==> src/rtl/wb_port_arbiter.sv <==
// wb_port_arbiter: merges two writeback lanes into a single register-file
// write port through a 4-entry program-ordered circular queue.
// Lane 2 is always program-younger than lane 1, so on a dual acceptance lane 1
// takes the older slot. Retirement is combinational from the head entry.
// Optional feature: define WB_COALESCE_EN to merge same-cycle writes to the
// same destination register into a single (lane-2) entry.
// Only DEPTH == 4 is supported: the pointers are 2 bits wide and wrap 3->0.
module wb_port_arbiter #(
   parameter int DEPTH = 4
) (
   input  logic        clk,
   input  logic        rst,
   input  logic        wb1_valid,
   input  logic [4:0]  wb1_rd,
   input  logic [31:0] wb1_data,
   output logic        wb1_ready,
   input  logic        wb2_valid,
   input  logic [4:0]  wb2_rd,
   input  logic [31:0] wb2_data,
   output logic        wb2_ready,
   output logic        rf_we,
   output logic [4:0]  rf_waddr,
   output logic [31:0] rf_wdata,
   output logic [31:0] pending_mask,
   output logic [2:0]  occupancy,
   output logic        full,
   output logic        empty
);

   logic [4:0]       q_rd   [DEPTH];
   logic [31:0]      q_data [DEPTH];
   logic [DEPTH-1:0] q_valid;
   logic [1:0]       head;
   logic [1:0]       tail;
   logic [2:0]       count;

   logic             retire;
   logic [3:0]       free;
   logic             same_rd;
   logic             xfer1;
   logic             xfer2;
   logic             enq1;
   logic             enq2;
   logic [1:0]       enq_count;
   logic [1:0]       tail_plus1;

   // Handshake and enqueue decisions; free slots include the slot the head
   // releases on this same edge so a full queue still accepts one write.
   always_comb begin
      retire    = (count != 3'd0) && !rst;
      free      = 4'(DEPTH) - {1'b0, count} + {3'b000, retire};
`ifdef WB_COALESCE_EN
      same_rd   = wb1_valid && wb2_valid && (wb1_rd == wb2_rd) && (wb1_rd != 5'd0);
`else
      same_rd   = 1'b0;
`endif
      wb1_ready = !rst && (free >= 4'd1);
      if (wb1_valid && !same_rd) begin
         wb2_ready = !rst && (free >= 4'd2);
      end else begin
         wb2_ready = !rst && (free >= 4'd1);
      end
      xfer1      = wb1_valid && wb1_ready;
      xfer2      = wb2_valid && wb2_ready;
      enq1       = xfer1 && (wb1_rd != 5'd0) && !same_rd;
      enq2       = xfer2 && (wb2_rd != 5'd0);
      enq_count  = {1'b0, enq1} + {1'b0, enq2};
      tail_plus1 = tail + 2'd1;
   end

   // Register-file write port and status flags, all derived from queue state.
   always_comb begin
      rf_we        = retire;
      rf_waddr     = 5'd0;
      rf_wdata     = 32'd0;
      pending_mask = 32'd0;
      if (retire) begin
         rf_waddr = q_rd[head];
         rf_wdata = q_data[head];
      end
      if (!rst) begin
         for (int i = 0; i < DEPTH; i++) begin
            if (q_valid[i]) begin
               pending_mask[q_rd[i]] = 1'b1;
            end
         end
      end
      pending_mask[0] = 1'b0;
      occupancy       = count;
      full            = (count == 3'(DEPTH));
      empty           = (count == 3'd0);
   end

   // Queue control: pointers, occupancy and per-slot valid bits. The retire
   // clear is applied before the enqueue set so a full queue can refill the
   // slot it is draining in the same cycle.
   always_ff @(posedge clk or posedge rst) begin
      if (rst) begin
         head    <= 2'd0;
         tail    <= 2'd0;
         count   <= 3'd0;
         q_valid <= '0;
      end else begin
         if (retire) begin
            q_valid[head] <= 1'b0;
            head          <= head + 2'd1;
         end
         if (enq1) begin
            q_valid[tail] <= 1'b1;
         end
         if (enq2) begin
            if (enq1) begin
               q_valid[tail_plus1] <= 1'b1;
            end else begin
               q_valid[tail] <= 1'b1;
            end
         end
         tail  <= tail + enq_count;
         count <= count + {1'b0, enq_count} - {2'b00, retire};
      end
   end

   // Payload storage; slot contents are only observed through valid slots,
   // so no reset is needed here.
   always_ff @(posedge clk) begin
      if (enq1) begin
         q_rd[tail]   <= wb1_rd;
         q_data[tail] <= wb1_data;
      end
      if (enq2) begin
         if (enq1) begin
            q_rd[tail_plus1]   <= wb2_rd;
            q_data[tail_plus1] <= wb2_data;
         end else begin
            q_rd[tail]   <= wb2_rd;
            q_data[tail] <= wb2_data;
         end
      end
   end

endmodule

==> config.mk <==
export PLATFORM = sky130hd
export DESIGN_NAME = wb_port_arbiter
export DESIGN_NICKNAME = d
export VERILOG_FILES = /design/src/rtl/wb_port_arbiter.sv
export SDC_FILE = /design/constraint.sdc
export NUM_CORES = 1
export LEC_CHECK = 0
export CORE_UTILIZATION = 55
export CTS_BUF_LIST = sky130_fd_sc_hd__clkbuf_8
export CTS_CLUSTER_DIAMETER = 40
export DETAILED_ROUTE_END_ITERATION = 16
export GPL_ROUTABILITY_DRIVEN = 0
export PLACE_DENSITY = 0.79
export SLEW_MARGIN = 20
export SYNTH_ARGS = -nofsm -noshare
export SYNTH_HDL_FRONTEND = slang
export SYNTH_SLANG_ARGS = --single-unit
==> constraint.sdc <==
create_clock -name clk -period 9.9 [get_ports clk]
set_input_delay 1.485 -clock clk [delete_from_list [all_inputs] [get_ports clk]]
set_output_delay 1.485 -clock clk [all_outputs]
set_load 0.1 [all_outputs]
==> results.ini <==
[clock_network]
clk_pin_slew_worst_paths_ns=0.07
post_cts_buffers=0
cts_buffers=17
htree_levels=4
clk-insertion-delay-late_ns=0.45
cts_tree=done
hold_buffers=0
cts.sinks=159
cts-root-buf=clkbuf_8
clockBufferDepth=2
cts-resized-gates=0

[logic_synthesis]
synth_nets=766
ys_seq_area_share_pct=50.62
yosysWarnings=0
yosysTopAreaCell=edfxtp_1
syn_area_sq_mm=0.009323
async_flop_share_pct=6.918
synth-edff-count=148
yosys.area.top_type_share_pct=47.67
ys_seq_elements=159
ys.flop_type=edfxtp_1
synth_area_leaders=edfxtp_1, mux2_2, mux4_2, dfrtp_1, a22oi_1
syn-instance-count=674
ys_types=48
syn_avg_cell_area_sq_um=13.83

[min_path]
hold_class=flop to flop

[floorplan]
die-height_um=132.2
die_w_um=132.2
die_area_sq_mm=0.01748
core_area_sq_mm=0.01658
rows=47
start_util_pct=56.22
io_pins=155

[cells_and_area]
diodes=0
drive_gt1_share_pct=28.94
fin_cells=1039
final_nets=901
area_growth_syn_to_layout_pct=21.80
fill_cells=1162

[run]
max_cap_viol_count=0

[drt]
vias_per_cell=6.377
drc=0
final_antenna_net_count=0
first_pass_iters=6
vias=6626
wl_um=22870
drt_iter0_drc=907
wl_per_cell_um=22.01

[worst_setup_path]
crit_slowest_cell=clkdlybuf4s50_1
worstPathRequired_ns=8.42
end_kind=output port
crit_chain=buf_2, or2_2, ha_1, inv_1, ha_1, nor4bb_1, o311ai_1, clkdlybuf4s50_1
critPathMaxFanout=38
crit_family=buffers and inverters
setup.worst_path.class=input pin to output port
crit_arrival_ns=4.36
crit_top_cell=ha_1
critPathLaunchType=input pin
critPathBufInv=3
slowest_delay_ns=1.21

[placed_design]
dp.cells=1010
port_buffers=153
hpwlAfterDp_um=14520
post-place-ws_ns=3.259

[global_routing]
grt_pass1_vias=6670
gr-total-overflow=0
track_usage_pct=26.96
grt_pass1_wl_um=35930
antenna_found_initial=0
grt_max_degree=47

[timing]
drv_slew=0
final.setup.worst_slack_ns=4.056
worst_pin_slew_ns=1.081
grt_setup_unrepaired=no
slew_headroom_pct=27.93
fmax_mhz=171.1
hold_viol=0
skew_ns=0.01146
setup_viol=0
finalCritPeriodShare_pct=59.03
period_minus_slack_ns=5.844

[status]
status=finished, final reports clean

[pwr]
cellLeakagePower_nw=3.809
ir_drop_mv=0.2623
p_per_area_mw_per_mm2=324.8

-- sequential cells by signal, summed over array words and instances (netlist names) --
| register | count |
|---|---|
| head | 2 |
| q_valid | 4 |
| occupancy | 3 |
| q_data | 128 |
| q_rd | 20 |
| tail | 2 |
-- layout by cell type (no fill, tap or decap), drive strengths merged, types with 13 or more instances in the layout --
| master | count |
|---|---|
| and2 | 37 |
| o22ai | 14 |
| clkbuf | 17 |
| a21oi | 21 |
| nand2 | 14 |
| nor3b | 17 |
| ha | 13 |
| edfxtp | 148 |
| nor2 | 30 |
| inv | 18 |
| mux2 | 148 |
| mux4 | 37 |
| a221oi | 13 |
| a22oi | 31 |
| clkdlybuf4s50 | 152 |
-- final timing paths --
path                              startpoint      endpoint  slack [ns]  depth (start not counted)
worst max register to register  occupancy[2]  q_data[1][0]        5.54                         13
worst min register to register    q_valid[1]    q_valid[1]        0.55                          2
worst min-delay path              q_valid[1]    q_valid[1]        0.55                          2
worst max-delay path                     rst     wb2_ready        4.06                          8
min in group asynchronous                rst       tail[0]        1.32                          2
max in group asynchronous                rst       head[1]        8.25                          2
-- metal layers --
metal	GRT usage, %	up-vias	routed length, um	part of all wire, %
li1	-	2929	-	-
met1	34.25	3248	9266	41
met2	44.39	386	10960	48
met3	7.612	63	2084	9.1
met4	9.579	0	563	2.5
met5	0	-	0	0
-- report_power, final --
| part | leakage, nW | switching [W] | total, W | internal, W |
|---|---|---|---|---|
| Clock | 0.175 | 0.000222 | 0.000409 | 0.000187 |
| Combinational | 2.14 | 0.00137 | 0.00208 | 0.000712 |
| Sequential | 1.49 | 0.000174 | 0.00120 | 0.00103 |
| Total | 3.81 | 0.00176 | 0.00369 | 0.00193 |
-- through the flow --
| step | util (%) | hold WS [ns] | TNS [ns] | total power, W | instance area [sq um] |
|---|---|---|---|---|---|
| 6_report | 68.47 | 0.5460 | 0 | 0.003688 | 11350 |
| 5_1_grt | 68.47 | 0.6083 | 0 | 0.003839 | 11350 |
| 4_1_cts | 68.50 | 0.5516 | 0 | 0.003699 | 11360 |
| 3_5_place_dp | 66.59 | 0.5348 | 0 | 0.003290 | 11040 |
| 3_3_place_gp | 66.59 | 0.5288 | 0 | 0.003250 | 11040 |
| 2_1_floorplan | - | 0.4731 | -49.36 | 0.002767 | 9323 |
-- worst min-delay path, delay by kind of cell, from the launching register on --
family	cells	cell delay, ns
AND/OR/NAND/NOR	1	0.08
flip-flops	1	0.39
AO/OA/AOI/OAI	1	0.05
-- cell families (layout without fill, tap and decap cells) --
kind of cell               count (synthesis)  in the layout  share of synthesized area (%)
buffers and inverters                     65            210                          3.127
AOI/OAI and AO/OA                         98             98                          7.784
muxes                                    185            185                          26.82
adders and majority gates                 15             15                          2.080
other                                      1              1                        0.04022
DFF                                      159            159                          50.62
and+or+nand+nor                          146            146                          9.059
xor gates and xnor gates                   5              5                         0.4697
-- synth_stat cells, drive strengths merged (5+ instances only) --
library cell and number:
and3 7, a221oi 13, nor2 30, a22oi 31
mux4 37, clkbuf 23, nand3b 7, nand3 7
edfxtp 148, nor3 5, and3b 6, o21ai 5
a21oi 21, inv 16, dfrtp 11, and2 37
nor3b 17, nand2 14, o22ai 14, or2 6
mux2 148, buf 24, ha 13
-- cell type report --
| class | instances | area (sq um) | area share [%] |
|---|---|---|---|
| Clock buffer | 17 | 234.0 | 2.061 |
| Clock inverter | 12 | 82.58 | 0.7273 |
| Inverter | 18 | 67.56 | 0.5950 |
| Multi-Input combinational cell | 450 | 4372 | 38.50 |
| Sequential cell | 159 | 4722 | 41.59 |
| Tap cell | 220 | 275.3 | 2.424 |
| Timing Repair Buffer | 163 | 1602 | 14.10 |
Note: power is estimated with default switching activity, not from simulation.
